<file path="config.mk">
export PLATFORM = sky130hd
export DESIGN_NAME = bp_be_late_wb_arbiter_flat
export DESIGN_NICKNAME = d
export VERILOG_FILES = /design/src/rtl/bp_be_pkg.sv /design/src/rtl/bp_be_late_wb_arbiter_if.sv /design/src/rtl/bp_be_late_wb_rr_sel.sv /design/src/rtl/bp_be_late_wb_arbiter.sv /design/src/flat_wrapper.sv
export SDC_FILE = /design/constraint.sdc
export NUM_CORES = 1
export LEC_CHECK = 0
export CORE_AREA = 2 2 153 155
export DETAILED_ROUTE_END_ITERATION = 10
export DIE_AREA = 0 0 155 157
export GPL_ROUTABILITY_DRIVEN = 0
export PLACE_DENSITY = 0.79
export SLEW_MARGIN = 25
export SYNTH_ARGS = -nofsm -noshare
export SYNTH_HDL_FRONTEND = slang
export SYNTH_SLANG_ARGS = --single-unit
</file>
<file path="constraint.sdc">
create_clock -name clk_i -period 5.15 [get_ports clk_i]
set_clock_uncertainty 0.1 [all_clocks]
set_input_delay 0.515 -clock clk_i [delete_from_list [all_inputs] [get_ports clk_i]]
set_output_delay 0.515 -clock clk_i [all_outputs]
set_load 0.02 [all_outputs]
</file>
<file path="src/rtl/bp_be_pkg.sv">
// Shared backend types for the late-writeback path: producer ids, buffered entry
// layout and a pointer-width helper used by the arbiter and its selector.
package bp_be_pkg;

    localparam int unsigned late_wb_data_width_gp = 64;

    typedef enum logic [1:0] {
        e_late_wb_idiv = 2'd0,
        e_late_wb_fdiv = 2'd1,
        e_late_wb_mem  = 2'd2
    } bp_be_late_wb_src_e;

    typedef struct packed {
        logic                             ird_w_v;
        logic                             frd_w_v;
        logic [4:0]                       rd_addr;
        logic [4:0]                       fflags;
        logic [late_wb_data_width_gp-1:0] data;
    } bp_be_late_wb_entry_s;

    function automatic int unsigned late_wb_ptr_width(input int unsigned n);
        return (n > 1) ? $clog2(n) : 1;
    endfunction

endpackage

</file>
<file path="src/rtl/bp_be_late_wb_arbiter_if.sv">
// Producer handshake plus late-writeback packet bundle for bp_be_late_wb_arbiter.
interface bp_be_late_wb_arbiter_if #(
    parameter int unsigned num_req_p    = 3,
    parameter int unsigned data_width_p = 64
);
    logic [num_req_p-1:0]              req_v_i;
    logic [num_req_p-1:0]              req_ready_and_o;
    logic [num_req_p-1:0]              req_ird_w_v_i;
    logic [num_req_p-1:0]              req_frd_w_v_i;
    logic [num_req_p*5-1:0]            req_rd_addr_i;
    logic [num_req_p*5-1:0]            req_fflags_i;
    logic [num_req_p*data_width_p-1:0] req_data_i;
    logic                              iwb_port_busy_i;
    logic                              fwb_port_busy_i;
    logic                              late_wb_v_o;
    logic                              late_wb_ird_w_v_o;
    logic                              late_wb_frd_w_v_o;
    logic [4:0]                        late_wb_rd_addr_o;
    logic [4:0]                        late_wb_fflags_o;
    logic [data_width_p-1:0]           late_wb_data_o;
    logic                              late_wb_yumi_o;
    logic [num_req_p-1:0]              late_wb_grant_o;
    logic                              wb_stall_o;

    modport slave (
        input  req_v_i, req_ird_w_v_i, req_frd_w_v_i, req_rd_addr_i, req_fflags_i,
               req_data_i, iwb_port_busy_i, fwb_port_busy_i,
        output req_ready_and_o, late_wb_v_o, late_wb_ird_w_v_o, late_wb_frd_w_v_o,
               late_wb_rd_addr_o, late_wb_fflags_o, late_wb_data_o, late_wb_yumi_o,
               late_wb_grant_o, wb_stall_o
    );

    modport master (
        output req_v_i, req_ird_w_v_i, req_frd_w_v_i, req_rd_addr_i, req_fflags_i,
               req_data_i, iwb_port_busy_i, fwb_port_busy_i,
        input  req_ready_and_o, late_wb_v_o, late_wb_ird_w_v_o, late_wb_frd_w_v_o,
               late_wb_rd_addr_o, late_wb_fflags_o, late_wb_data_o, late_wb_yumi_o,
               late_wb_grant_o, wb_stall_o
    );

endinterface

</file>
<file path="src/rtl/bp_be_late_wb_rr_sel.sv">
// Combinational one-hot selector: lowest starved index wins outright, otherwise
// round-robin among eligible entries starting just after last_grant.
module bp_be_late_wb_rr_sel
    import bp_be_pkg::*;
#(
    parameter int unsigned num_req_p = 3
) (
    input  logic [num_req_p-1:0]                          elig,
    input  logic [num_req_p-1:0]                          starved,
    input  logic [late_wb_ptr_width(num_req_p)-1:0]       last_grant,
    output logic [num_req_p-1:0]                          grant
);

    logic        found;
    int unsigned idx;

    always_comb begin
        grant = '0;
        found = 1'b0;
        idx   = 0;
        for (int unsigned i = 0; i < num_req_p; i++) begin
            if (!found && starved[i]) begin
                grant[i] = 1'b1;
                found    = 1'b1;
            end
        end
        // last_grant < num_req_p, so a single subtraction wraps the rotated index
        for (int unsigned k = 1; k <= num_req_p; k++) begin
            idx = 32'(last_grant) + k;
            if (idx >= num_req_p) idx = idx - num_req_p;
            if (!found && elig[idx]) begin
                grant[idx] = 1'b1;
                found      = 1'b1;
            end
        end
    end

endmodule

</file>
<file path="src/rtl/bp_be_late_wb_arbiter.sv">
// Late-writeback arbiter: one buffered result per long-latency producer, at most
// one grant per cycle onto the shared RF late-write port, with starvation stall.
module bp_be_late_wb_arbiter
    import bp_be_pkg::*;
#(
    parameter int unsigned num_req_p      = 3,
    parameter int unsigned data_width_p   = 64,
    parameter int unsigned starve_limit_p = 8
) (
    input  logic                         clk_i,
    input  logic                         reset_n_i,
    bp_be_late_wb_arbiter_if.slave       wb
);

    localparam int unsigned                ptr_width_lp   = late_wb_ptr_width(num_req_p);
    localparam logic [7:0]                 starve_limit_lp = 8'(starve_limit_p);
    localparam logic [ptr_width_lp-1:0]    last_reset_lp  = ptr_width_lp'(num_req_p - 1);

    bp_be_late_wb_entry_s        buf_r [num_req_p];
    logic [num_req_p-1:0]        buf_v_r;
    logic [7:0]                  wait_cnt [num_req_p];
    logic [ptr_width_lp-1:0]     last_grant_r;

    logic [num_req_p-1:0]        elig;
    logic [num_req_p-1:0]        starved;
    logic [num_req_p-1:0]        grant;
    logic [num_req_p-1:0]        ready;
    logic [num_req_p-1:0]        xfer;
    logic [ptr_width_lp-1:0]     grant_idx;
    bp_be_late_wb_entry_s        sel_entry;
    logic                        stall;

    always_comb begin
        elig    = '0;
        starved = '0;
        for (int unsigned i = 0; i < num_req_p; i++) begin
            elig[i]    = buf_v_r[i]
                       & ~(buf_r[i].ird_w_v & wb.iwb_port_busy_i)
                       & ~(buf_r[i].frd_w_v & wb.fwb_port_busy_i);
            starved[i] = elig[i] & (wait_cnt[i] == starve_limit_lp);
        end
    end

    bp_be_late_wb_rr_sel #(
        .num_req_p (num_req_p)
    ) rr_sel (
        .elig       (elig),
        .starved    (starved),
        .last_grant (last_grant_r),
        .grant      (grant)
    );

    always_comb begin
        grant_idx = '0;
        sel_entry = '0;
        stall     = 1'b0;
        for (int unsigned i = 0; i < num_req_p; i++) begin
            if (grant[i]) begin
                grant_idx = ptr_width_lp'(i);
                sel_entry = buf_r[i];
            end
            stall = stall | (buf_v_r[i] & (wait_cnt[i] == starve_limit_lp));
        end
    end

    assign ready = ~buf_v_r | grant;
    assign xfer  = wb.req_v_i & ready;

    assign wb.req_ready_and_o   = ready;
    assign wb.late_wb_v_o       = |grant;
    assign wb.late_wb_yumi_o    = |grant;
    assign wb.late_wb_grant_o   = grant;
    assign wb.late_wb_ird_w_v_o = sel_entry.ird_w_v;
    assign wb.late_wb_frd_w_v_o = sel_entry.frd_w_v;
    assign wb.late_wb_rd_addr_o = sel_entry.rd_addr;
    assign wb.late_wb_fflags_o  = sel_entry.fflags;
    assign wb.late_wb_data_o    = sel_entry.data;
    assign wb.wb_stall_o        = stall;

    always_ff @(posedge clk_i) begin
        if (!reset_n_i) begin
            buf_v_r      <= '0;
            last_grant_r <= last_reset_lp;
            for (int unsigned i = 0; i < num_req_p; i++) wait_cnt[i] <= '0;
        end else begin
            for (int unsigned i = 0; i < num_req_p; i++) begin
                // a transfer only happens into an empty or just-granted slot, so it also restarts the count
                if (grant[i] || xfer[i]) begin
                    wait_cnt[i] <= '0;
                end else if (buf_v_r[i] && (wait_cnt[i] != starve_limit_lp)) begin
                    wait_cnt[i] <= wait_cnt[i] + 8'd1;
                end
                if (xfer[i]) begin
                    buf_v_r[i] <= 1'b1;
                end else if (grant[i]) begin
                    buf_v_r[i] <= 1'b0;
                end
            end
            if (|grant) last_grant_r <= grant_idx;
        end
    end

    always_ff @(posedge clk_i) begin
        for (int unsigned i = 0; i < num_req_p; i++) begin
            if (xfer[i]) begin
                buf_r[i] <= '{ird_w_v: wb.req_ird_w_v_i[i],
                              frd_w_v: wb.req_frd_w_v_i[i],
                              rd_addr: wb.req_rd_addr_i[i*5 +: 5],
                              fflags:  wb.req_fflags_i[i*5 +: 5],
                              data:    wb.req_data_i[i*data_width_p +: data_width_p]};
            end
        end
    end

endmodule

</file>
<file path="src/flat_wrapper.sv">
// flat-port wrapper written by rule: the top's interface ports become plain ports
module bp_be_late_wb_arbiter_flat import bp_be_pkg::*;
#(
    parameter int unsigned num_req_p      = 3,
    parameter int unsigned data_width_p   = 64,
    parameter int unsigned starve_limit_p = 8
)
  (clk_i, reset_n_i, wb_req_v_i, wb_req_ird_w_v_i, wb_req_frd_w_v_i, wb_req_rd_addr_i, wb_req_fflags_i, wb_req_data_i, wb_iwb_port_busy_i, wb_fwb_port_busy_i, wb_req_ready_and_o, wb_late_wb_v_o, wb_late_wb_ird_w_v_o, wb_late_wb_frd_w_v_o, wb_late_wb_rd_addr_o, wb_late_wb_fflags_o, wb_late_wb_data_o, wb_late_wb_yumi_o, wb_late_wb_grant_o, wb_wb_stall_o);
  bp_be_late_wb_arbiter_if #(.num_req_p(num_req_p), .data_width_p(data_width_p)) wb_i ();
  input  logic clk_i;
  input  logic reset_n_i;
  input wire logic [$bits(wb_i.req_v_i)-1:0] wb_req_v_i;
  input wire logic [$bits(wb_i.req_ird_w_v_i)-1:0] wb_req_ird_w_v_i;
  input wire logic [$bits(wb_i.req_frd_w_v_i)-1:0] wb_req_frd_w_v_i;
  input wire logic [$bits(wb_i.req_rd_addr_i)-1:0] wb_req_rd_addr_i;
  input wire logic [$bits(wb_i.req_fflags_i)-1:0] wb_req_fflags_i;
  input wire logic [$bits(wb_i.req_data_i)-1:0] wb_req_data_i;
  input wire logic [$bits(wb_i.iwb_port_busy_i)-1:0] wb_iwb_port_busy_i;
  input wire logic [$bits(wb_i.fwb_port_busy_i)-1:0] wb_fwb_port_busy_i;
  output wire logic [$bits(wb_i.req_ready_and_o)-1:0] wb_req_ready_and_o;
  output wire logic [$bits(wb_i.late_wb_v_o)-1:0] wb_late_wb_v_o;
  output wire logic [$bits(wb_i.late_wb_ird_w_v_o)-1:0] wb_late_wb_ird_w_v_o;
  output wire logic [$bits(wb_i.late_wb_frd_w_v_o)-1:0] wb_late_wb_frd_w_v_o;
  output wire logic [$bits(wb_i.late_wb_rd_addr_o)-1:0] wb_late_wb_rd_addr_o;
  output wire logic [$bits(wb_i.late_wb_fflags_o)-1:0] wb_late_wb_fflags_o;
  output wire logic [$bits(wb_i.late_wb_data_o)-1:0] wb_late_wb_data_o;
  output wire logic [$bits(wb_i.late_wb_yumi_o)-1:0] wb_late_wb_yumi_o;
  output wire logic [$bits(wb_i.late_wb_grant_o)-1:0] wb_late_wb_grant_o;
  output wire logic [$bits(wb_i.wb_stall_o)-1:0] wb_wb_stall_o;
  assign wb_i.req_v_i = wb_req_v_i;
  assign wb_i.req_ird_w_v_i = wb_req_ird_w_v_i;
  assign wb_i.req_frd_w_v_i = wb_req_frd_w_v_i;
  assign wb_i.req_rd_addr_i = wb_req_rd_addr_i;
  assign wb_i.req_fflags_i = wb_req_fflags_i;
  assign wb_i.req_data_i = wb_req_data_i;
  assign wb_i.iwb_port_busy_i = wb_iwb_port_busy_i;
  assign wb_i.fwb_port_busy_i = wb_fwb_port_busy_i;
  assign wb_req_ready_and_o = wb_i.req_ready_and_o;
  assign wb_late_wb_v_o = wb_i.late_wb_v_o;
  assign wb_late_wb_ird_w_v_o = wb_i.late_wb_ird_w_v_o;
  assign wb_late_wb_frd_w_v_o = wb_i.late_wb_frd_w_v_o;
  assign wb_late_wb_rd_addr_o = wb_i.late_wb_rd_addr_o;
  assign wb_late_wb_fflags_o = wb_i.late_wb_fflags_o;
  assign wb_late_wb_data_o = wb_i.late_wb_data_o;
  assign wb_late_wb_yumi_o = wb_i.late_wb_yumi_o;
  assign wb_late_wb_grant_o = wb_i.late_wb_grant_o;
  assign wb_wb_stall_o = wb_i.wb_stall_o;
  bp_be_late_wb_arbiter #(.num_req_p(num_req_p), .data_width_p(data_width_p), .starve_limit_p(starve_limit_p)) u_core (.clk_i(clk_i), .reset_n_i(reset_n_i), .wb(wb_i));
endmodule
</file>
* Word-level counts from Yosys, hierarchy flattened
Memory sizes are Yosys's and may differ from the RTL's.
Index checks and enable logic that the tools add are counted.
** Word-level totals
- Memory bits (writable) :: 252
- Logic and storage cells :: 161
- Input port bits :: 235
- Bits in registers :: 5
- Memories :: 2
** Cells by class
- Add/subtract/negate cells :: 9
- Bitwise logic cells :: 38
- Magnitude comparators :: 9
- Eq/ne operators :: 6
- Reductions and logical operators :: 23
- Muxes and demuxes :: 70
** Memories
- u_core.buf_r :: words 3, width 76, rd ports 3, clocked after memory_dff 0, write ports 3, RTL line bp_be_late_wb_arbiter.sv:19 : bp_be_late_wb_entry_s buf_r [num_req_p];
- u_core.wait_cnt :: words 3, width 8, rd ports 3, clocked after memory_dff 0, write ports 3, RTL line bp_be_late_wb_arbiter.sv:21 : logic [7:0] wait_cnt [num_req_p];
** Operators with widths (count)
- $mux W76 :: 3
- $ge A32 B1 Y1 const B :: 3
- $lt A32 B3 Y1 const B :: 3
- $mux W32 :: 3
- $mux W1 :: 48
- $mux W8 :: 6
- $add A8 B1 Y8 const B :: 3
- $eq A8 B4 Y1 const B :: 3
- $ne A8 B4 Y1 const B :: 3
- $and A1 B1 Y1 :: 18
- $or A3 B3 Y3 :: 4
- $sub A3 B2 Y4 const B :: 3
- $logic_and A1 B1 Y1 :: 11
- $ge A3 B2 Y1 const B :: 3
- $mux W3 :: 3
- $or A1 B1 Y1 :: 8
- $add A2 B2 Y3 const B :: 2
- $bmux W1 S2 :: 3
- $demux W1 S2 :: 3
- $not A1 Y1 :: 6
- $reduce_bool A2 Y1 :: 3
- $logic_not A1 Y1 :: 5
- $add A2 B1 Y3 const B :: 1
- $and A3 B3 Y3 :: 1
- other kinds (4) :: 6

* Longest topological paths before layout
Gate-level depths: netlist of run 1.
An unclocked memory read counts as a cell.
- Depth after elaboration :: 30
- Depth in mapped cells :: 13
- Depth with buffers taken out :: 10

* Hierarchy
A second synthesis of run 1 with hierarchy kept.
** Unflattened totals
- Cell total of the unflattened synthesis :: 694
- Area, all modules :: 10126.0 um2
** By module, submodules not included
- bp_be_late_wb_arbiter :: seq. area each 7667.4 um2, area each 9864.5 um2, times used 1, cells each 659
- bp_be_late_wb_rr_sel :: seq. area each 0.0 um2, area each 261.5 um2, times used 1, cells each 35

* Least setup slack after synthesis of run 1
OpenSTA, ideal clock, no wires.
- Path type :: reg2reg
- Start :: reg u_core.last_grant_r[0]
- End :: mem u_core.buf_r[0][152] in the netlist's numbering, enable pin
- Setup time :: 0.443 ns
- Stages on the path, launching flop included :: 12
- Arrival time :: 4.083 ns
- Path slack :: 0.524 ns
- Path through :: dfxtp_1 > inv_1 > ha_1 > clkbuf_1 > nor2_1 > nand3_1 > a31oi_1 > a311oi_1 > o31ai_4 > buf_4 > nand2_1 > and2_1
** RTL lines
- from (decl) :: RTL line bp_be_late_wb_arbiter.sv:22 : logic [ptr_width_lp-1:0] last_grant_r;
- from (signal assigned) :: RTL line bp_be_late_wb_arbiter.sv:83 : last_grant_r <= last_reset_lp;
- from (signal assigned) :: RTL line bp_be_late_wb_arbiter.sv:99 : if (|grant) last_grant_r <= grant_idx;
- to (decl) :: RTL line bp_be_late_wb_arbiter.sv:19

* Final worst setup path of run 1
- Start :: reg u_core.last_grant_r[0]
- End :: out wb_late_wb_data_o[50]
** On the way
- Longest elaborated chain between the ends :: 16
** Ends and longest elaborated chain
- $add A2 B1 Y3 :: RTL line bp_be_late_wb_rr_sel.sv:29 : idx = 32'(last_grant) + k;
- $sub A3 B2 Y4 / $ge A3 B2 Y1 (equally long branches) :: RTL line bp_be_late_wb_rr_sel.sv:30 : if (idx >= num_req_p) idx = idx - num_req_p;
- $mux W32 :: RTL line bp_be_late_wb_rr_sel.sv:30
- $ge A32 B1 Y1 (not written as such), or another cell as far along :: RTL line bp_be_late_wb_rr_sel.sv:32 : grant[idx] = 1'b1;
- $logic_and A1 B1 Y1 (not written as such) / $mux W1 (equally long branches) :: RTL line bp_be_late_wb_rr_sel.sv:32, bp_be_late_wb_rr_sel.sv:31
- $mux W1 (not written as such) / $logic_and A1 B1 Y1 (equally long branches) :: RTL line bp_be_late_wb_rr_sel.sv:32, bp_be_late_wb_rr_sel.sv:31
- $demux W1 S2 / $mux W1 (equally long branches) :: RTL line bp_be_late_wb_rr_sel.sv:32, bp_be_late_wb_rr_sel.sv:31
- $or A3 B3 Y3 (no source line) / $logic_not A1 Y1 (equally long branches)
- $mux W3 / $logic_and A1 B1 Y1 (equally long branches) :: RTL line bp_be_late_wb_rr_sel.sv:31 : if (!found && elig[idx]) begin
- $or A3 B3 Y3 (no source line) / $mux W1 (equally long branches)
- $mux W3 / $logic_not A1 Y1 (equally long branches) :: RTL line bp_be_late_wb_rr_sel.sv:31
- $or A3 B3 Y3 (no source line) / $logic_and A1 B1 Y1 (equally long branches)
- $mux W3 * :: RTL line bp_be_late_wb_rr_sel.sv:31
- $mux W76 (2 in a row) :: RTL line bp_be_late_wb_arbiter.sv:58 : if (grant[i]) begin
- $mux W76 * :: RTL line bp_be_late_wb_arbiter.sv:58
- to (decl) :: RTL line flat_wrapper.sv:26 : output wire logic [$bits(wb_i.late_wb_data_o)-1:0] wb_late_wb_data_o;
Every way passes the cells marked *; elsewhere a longest branch is shown, timed or not. The select of a mux whose other input is x is not followed.

==> results of run 1 <==
==> routing by layer <==
| layer | up-vias | global-route usage, % | wire length [um] |
|---|---|---|---|
| met5 | - | 0 | 11 |
| met4 | 2 | 12.2 | 1450 |
| met3 | 88 | 7.02 | 2490 |
| met2 | 357 | 40.6 | 15100 |
| met1 | 3761 | 27.1 | 10600 |
| li1 | 3571 | - | - |
==> flip-flops by register name (all words and copies together), names as in the netlist <==
signal and count:
u_core.buf_r 228, u_core.last_grant_r 2, u_core.wait_cnt 24, u_core.buf_v_r 3
==> kinds of logic (layout without fill, tap and decap cells) <==
family	after synthesis	after routing	synth area share, %
xor+xnor	18	18	1.50
buf+inv	62	398	2.86
other cells	0	5	0
flops	257	257	73.1
fa+ha+maj	11	11	1.31
simple gates	328	328	14.2
compound gates	110	110	6.98
==> worst max path at each step <==
stage | from | end | cells after the start
4_1_cts | u_core.wait_cnt[0][0] | wb_late_wb_data_o[8] | 12
3_5_place_dp | wb_iwb_port_busy_i | wb_late_wb_data_o[50] | 10
3_3_place_gp | wb_iwb_port_busy_i | wb_late_wb_data_o[50] | 10
5_1_grt | u_core.last_grant_r[0] | wb_late_wb_data_o[50] | 11
2_1_floorplan | u_core.last_grant_r[0] | u_core.buf_r[0][152] | 11
6_report | u_core.last_grant_r[0] | wb_late_wb_data_o[50] | 11
==> stage by stage <==
step	util [%]	hold slack, ns	std cells	cell area, um2	setup slack [ns]
after global routing	66.0	0.414	1407	14800	0.0248
after detailed placement	62.0	0.482	1355	14000	0.604
final	66.0	0.426	1412	14900	0.242
after CTS	66.0	0.414	1407	14800	0.244
after floorplan	-	0.435	786	10500	0.524
after global placement	62.0	0.470	1355	14000	0.656
==> cells in the mapped netlist (2+ instances only) <==
cell / count
nor2b_1: 3
nand4b_1: 2
and4_1: 2
dfxtp_1: 5
a21o_1: 2
nand2_1: 89
edfxtp_1: 252
a21boi_1: 2
a31oi_1: 79
xor2_1: 13
nand4_1: 5
inv_2: 2
nor2_1: 103
clkbuf_1: 14
ha_1: 11
buf_4: 11
o21ai_0: 5
a21oi_1: 8
nor3b_1: 2
and2_1: 8
buf_2: 21
and3_1: 9
nand3_1: 98
xnor2_1: 5
nor4b_1: 2
inv_1: 14
==> report_power, final <==
part | internal [uW] | switching, uW
registers | 2660 | 123
clock network | 1130 | 806
logic | 1640 | 2400
total | 5430 | 3330
==> cell type report <==
cell class                 instances  area (um2)
tap                              285         357
multi-input combinational        467        2530
clock buffer                      33         741
inverter                          16        60.1
timing repair buffer             330        3340
clock inverter                    19         150
fill                            1588        7640
sequential                       257        7670
antenna                            5        12.5
==> cells in the final DEF (no fill, tap or decap), types with 2 or more instances in the layout <==
cell	count
nand4b_1	2
nor4b_1	2
xnor2_1	5
nor2_1	103
o21ai_0	5
and2_4	3
inv_2	2
a31oi_1	79
buf_12	5
nand3_1	98
nand4_1	5
clkbuf_1	4
nor2b_1	3
buf_4	6
clkdlybuf4s50_1	319
dfxtp_1	5
clkbuf_16	29
inv_1	14
clkinvlp_4	2
edfxtp_1	252
clkinv_1	6
diode_2	5
a21oi_1	8
ha_1	11
and3_1	9
clkinv_2	7
and2_1	5
a21boi_1	2
and4_1	2
a21o_1	2
xor2_1	13
nor3b_1	2
bufinv_16	2
nand2_1	89
==> metrics.md, run 1 <==
| Metric | Value |
|---|---|
| Leakage power total | `0.00520 uW` |
| Setup TNS | `0 ns` |
| Crit path largest cell delay | `0.69 ns` |
| CTS tree | `done` |
| Reg2reg start | `u_core.last_grant_r[0]` |
| RSZ-0062 raised after global routing | `false` |
| Max Cap Viol | `0` |
| Mapped Cells | `786` |
| Post-synth EDFFs | `252` |
| Resized cells post-CTS | `0` |
| Cts bufs inserted | `28` |
| Row count | `55` |
| IO Count | `320` |
| Vias in the first global route | `7973` |
| Layout area overhead | `41.7%` |
| Synth unique cells | `45` |
| Post-CTS Setup Bufs | `0` |
| Yosys reg bits | `257` |
| Chip width | `155 um` |
| R2R Setup Slk | `1.19 ns` |
| Data arrival time of the critical path | `4.29 ns` |
| Initial core utilization | `46.6%` |
| Hold-fix buffers, CTS | `0` |
| Ys Warns | `0` |
| Final period util | `95.3%` |
| Crit path kind | `flip-flop to primary output` |
| Drt pass-1 iters | `5` |
| Min-delay worst type | `input port to flip-flop` |
| Via count | `7779` |
| CTS Buffer Depth | `3` |
| Post-route DRC | `0` |
| Core ar. | `0.0225 mm2` |
| Top FF cell, synth | `edfxtp_1` |
| Hold Startpoint | `wb_req_data_i[21]` |
| GRT overflow | `0` |
| Syn nets | `1032` |
| Delay-heaviest family, CP | `buffers and inverters` |
| Final Hold Fails | `0` |
| Pwr dens | `589 mW/mm2` |
| FF-to-FF path depth | `11` |
| Startpoint types | `flip-flop` |
| Post-Syn Area | `0.0105 mm2` |
| Total Routing Usage GR | `23.7%` |
| Root Driver | `clkbuf_16` |
| CP max-delay cell | `clkdlybuf4s50_1` |
| Slew headroom | `46.3%` |
| DRT Wirelength | `29600 um` |
| Die height | `157 um` |
| Worst r2r dst | `u_core.buf_r[0][101]` |
| Final Net Count | `1346` |
| Synth top area share | `72.2%` |
| Mean Syn Cell Area | `13.3 um2` |
| End of the worst hold path | `u_core.buf_r[0][21]` |
| Actual transition at the worst max-transition pin | `0.805 ns` |
| Worst hold path depth | `1` |
| CTS sink cnt | `257` |
| Top cell type by total area after synthesis | `edfxtp_1` |
| Finish-stage setup viols | `0` |
| Max VDD drop | `0.564 mV` |
| CTS clk-pin slew, worst paths | `0.07 ns` |
| Max Slew Vio Count | `0` |
| Required time worst endpoint | `4.53 ns` |
| Drt first-iter violations | `443` |
| Port bufs | `319` |
| Initial antenna violation count | `2` |
| Status | `finished clean` |
| Fmax | `204 MHz` |
| Asr flop ratio synth | `0%` |
| Die ar. | `0.0243 mm2` |
| Critical path buffers and inverters | `3` |
| Cell Chain, Critical Path | `inv_1 -> ha_1 -> a21oi_1 -> nand2_1 -> and3_1 -> o311a_1 -> o211ai_4 -> buf_4 -> nand3_1 -> a31oi_1 -> clkdlybuf4s50_1` |
| Sequential-to-total area share from yosys stat | `73.1%` |
| Global-route wire length before repair | `44200 um` |
| Dominant cells by area after synthesis | `edfxtp_1 (72%), a31oi_1 (4.7%), nand3_1 (4.7%)` |
| Vias per inst | `5.51` |
| Detail Route Antenna Nets | `0` |
| WL/cell | `21.0 um` |
| Hpwl dp | `19600 um` |
| Final Total Pwr | `8760 uW` |
| Top fanout value on the critical path | `45` |
| Largest net degree at the start of global routing | `90` |
| Later-pin clock latency in the skew report | `0.53 ns` |
| H-tree levels | `1` |
| Fin crit period | `4.91 ns` |
| Fraction of layout cells with a size suffix above 1 | `5.88%` |
| CP endpoint kind | `primary output` |
(Power assumes the default switching activity.)
==> inputs of run 2 (changes only) <==
--- a/config.mk
+++ b/config.mk
@@ -5,6 +5,7 @@
 export SDC_FILE = /design/constraint.sdc
 export NUM_CORES = 1
 export LEC_CHECK = 0
+export ABC_CLOCK_PERIOD_IN_PS = 5150
 export CORE_AREA = 2 2 153 155
 export DETAILED_ROUTE_END_ITERATION = 10
 export DIE_AREA = 0 0 155 157
==> results of run 2 <==
No change in the layout: final DEF, timing and power equal those of run 1.
==> inputs of run 3 (changes only) <==
--- a/config.mk
+++ b/config.mk
@@ -5,12 +5,12 @@
 export SDC_FILE = /design/constraint.sdc
 export NUM_CORES = 1
 export LEC_CHECK = 0
-export ABC_CLOCK_PERIOD_IN_PS = 5150
-export CORE_AREA = 2 2 153 155
+export ABC_CLOCK_PERIOD_IN_PS = 6100
+export CORE_AREA = 2 2 147 149
 export DETAILED_ROUTE_END_ITERATION = 10
-export DIE_AREA = 0 0 155 157
+export DIE_AREA = 0 0 149 151
 export GPL_ROUTABILITY_DRIVEN = 0
-export PLACE_DENSITY = 0.79
+export PLACE_DENSITY = 0.85
 export SLEW_MARGIN = 25
 export SYNTH_ARGS = -nofsm -noshare
 export SYNTH_HDL_FRONTEND = slang
==> constraint.sdc (replaced) <==
create_clock -name clk_i -period 6.1 [get_ports clk_i]
set_clock_uncertainty 0.1 [all_clocks]
set_input_delay 0.61 -clock clk_i [delete_from_list [all_inputs] [get_ports clk_i]]
set_output_delay 0.61 -clock clk_i [all_outputs]
set_load 0.02 [all_outputs]
==> run 3 against run 2 <==
Net effect:
- global-route usage grew 1.7 points
- power shrank 15%
- sequential cell count is the same
- clock power shrank 14%
- critical path type unchanged
- register-to-register slack gained 0.61 ns
- first-iteration DRC count grew 48%
- cell count shrank 1.3%
- worst setup slack gained 0.48 ns
- sequential power shrank 15%
- critical endpoint is now wb_late_wb_data_o[15]
- clock-buffer cell count grew 1
- wire length shrank 0.74%
==> metrics.md, run 3 (synthesis results as in run 1) <==
| Metric | Value |
|---|---|
| Top fanout value on the critical path | `82` |
| Post-route DRC | `0` |
| Actual transition at the worst max-transition pin | `1.01 ns` |
| Drt pass-1 iters | `5` |
| Largest net degree at the start of global routing | `86` |
| Crit path kind | `flip-flop to primary output` |
| Drt first-iter violations | `654` |
| CTS tree | `done` |
| RSZ-0062 raised after global routing | `false` |
| Crit path largest cell delay | `0.79 ns` |
| Max VDD drop | `0.372 mV` |
| Worst hold path depth | `2` |
| WL/cell | `21.1 um` |
| Max reg flops | `228` |
| IO Count | `320` |
| Cell Chain, Critical Path | `inv_1 -> ha_1 -> nor4b_1 -> and4_1 -> o22ai_1 -> a21o_1 -> o211ai_4 -> buf_4 -> nand3_1 -> a31oi_1 -> clkdlybuf4s50_1` |
| CP endpoint kind | `primary output` |
| Commonest non-fill, non-tap cells in the layout | `clkdlybuf4s50_1 (319), edfxtp_1 (252), nor2_1 (103)` |
| ANT cells | `0` |
| Finish-stage setup viols | `0` |
| Fraction of layout cells with a size suffix above 1 | `5.27%` |
| Core ar. | `0.0208 mm2` |
| Slew headroom | `32.9%` |
| Detail Route Antenna Nets | `0` |
| Min-delay worst type | `flip-flop to flip-flop` |
| Pwr dens | `500 mW/mm2` |
| CTS clk-pin slew, worst paths | `0.06 ns` |
| Die ar. | `0.0225 mm2` |
| Total Routing Usage GR | `25.4%` |
| Delay-heaviest family, CP | `buffers and inverters` |
| Status | `finished clean` |
| GRT overflow | `0` |
| Die height | `151 um` |
| Row count | `53` |
| Root Driver | `clkbuf_16` |
| Final Net Count | `1344` |
| H-tree levels | `1` |
| Cts bufs inserted | `27` |
| Initial antenna violation count | `0` |
| Largest regs | `u_core.buf_r: 228 flops, u_core.wait_cnt: 24 flops, u_core.buf_v_r: 3 flops` |
| Vias in the first global route | `7802` |
| Post-CTS Setup Bufs | `0` |
| Final Hold Fails | `0` |
| Max Cap Viol | `0` |
| Final Total Pwr | `7410 uW` |
| Resized cells post-CTS | `0` |
| Fin crit period | `5.38 ns` |
| Layout area overhead | `41.3%` |
| CTS Buffer Depth | `3` |
| Fmax | `186 MHz` |
| Later-pin clock latency in the skew report | `0.54 ns` |
| Fin util | `71.1%` |
| Setup TNS | `0 ns` |
| Final period util | `88.2%` |
| Global-route wire length before repair | `43200 um` |
| Vias per inst | `5.65` |
| Crit path depth | `11` |
| Max Slew Vio Count | `0` |
| Hold-fix buffers, CTS | `0` |
| # fillers | `1368` |
| Hpwl dp | `19700 um` |
| Most flop-heavy register | `u_core.buf_r` |
| Data arrival time of the critical path | `4.67 ns` |
| Port bufs | `319` |
| Required time worst endpoint | `5.39 ns` |
| Leakage power total | `0.00519 uW` |
| Critical path buffers and inverters | `3` |
| FF-to-FF path depth | `11` |
| Via count | `7871` |
| Initial core utilization | `50.4%` |
| Startpoint types | `flip-flop` |
| DRT Wirelength | `29400 um` |
| Chip width | `149 um` |
| Dpl cells | `1344` |
| CTS sink cnt | `257` |
| CP max-delay cell | `buf_4` |
| Final Instance Count excl. Fillers | `1394` |
| Hold_ws | `0.490 ns` |
| Most common cell after layout, fill and taps aside | `clkdlybuf4s50_1` |
-- run 3: cell types whose count changed in the layout (fill, tap and decap cells not counted) --
cell / previous run / this run
inv_2: 2 / 1
clkbuf_16: 29 / 27
buf_12: 5 / 2
buf_4: 6 / 7
clkinv_1: 6 / 7
diode_2: 5 / 0
buf_16: 0 / 1
clkinvlp_4: 2 / 1
inv_16: 0 / 1
bufinv_16: 2 / 4
clkbuf_1: 4 / 7
clkinv_4: 1 / 0
clkinv_2: 7 / 3
-- run 3: power by group --
group          internal, uW  switching [uW]  leakage (uW)
Sequential             2250             108       0.00251
Combinational          1370            2020       0.00225
Clock                   987             670      0.000431
-- run 3: metal layers --
layer	global-route usage (%)	wire length, um	vias up
met4	9.33	1140	0
li1	-	-	3559
met3	7.32	2690	90
met1	30.1	10400	3780
met5	0	0	-
met2	44.2	15200	442
-- run 3: path summary, 6_finish.rpt --
path / startpoint / slack (ns) / endpoint
max: u_core.wait_cnt[2][0] / 0.72 / wb_late_wb_data_o[15]
min: u_core.buf_v_r[2] / 0.49 / u_core.buf_v_r[2]
max reg2reg: u_core.wait_cnt[2][0] / 1.80 / u_core.buf_r[0][113]
min reg2reg: u_core.buf_v_r[2] / 0.49 / u_core.buf_v_r[2]
-- run 3: worst register-to-register path: stages, from the launching register on --
cell,delay (ns)
edfxtp_1,0.45
inv_1,0.09
ha_1,0.15
nor4b_1,0.50
and4_1,0.40
o22ai_1,0.12
a21o_1,0.19
o211ai_4,0.18
buf_4,0.79
nand2_1,0.20
and2_4,0.37
buf_4,0.39
-- run 3: metrics by stage --
stage | setup slack (ns) | cell area [um2]
6_report | 0.721 | 14800
5_1_grt | 0.351 | 14800
4_1_cts | 0.640 | 14800
3_5_place_dp | 0.992 | 13900
3_3_place_gp | 1.04 | 13900
2_1_floorplan | 1.47 | 10500
-- run 3: layout make-up --
cell class | count | area, um2 | area share, %
Clock buffer | 34 | 702 | 4.74
Clock inverter | 16 | 193 | 1.30
Sequential cell | 257 | 7670 | 51.8
Tap cell | 275 | 344 | 2.32
Inverter | 16 | 61.3 | 0.414
Multi-Input combinational cell | 467 | 2530 | 17.1
Timing Repair Buffer | 329 | 3310 | 22.4
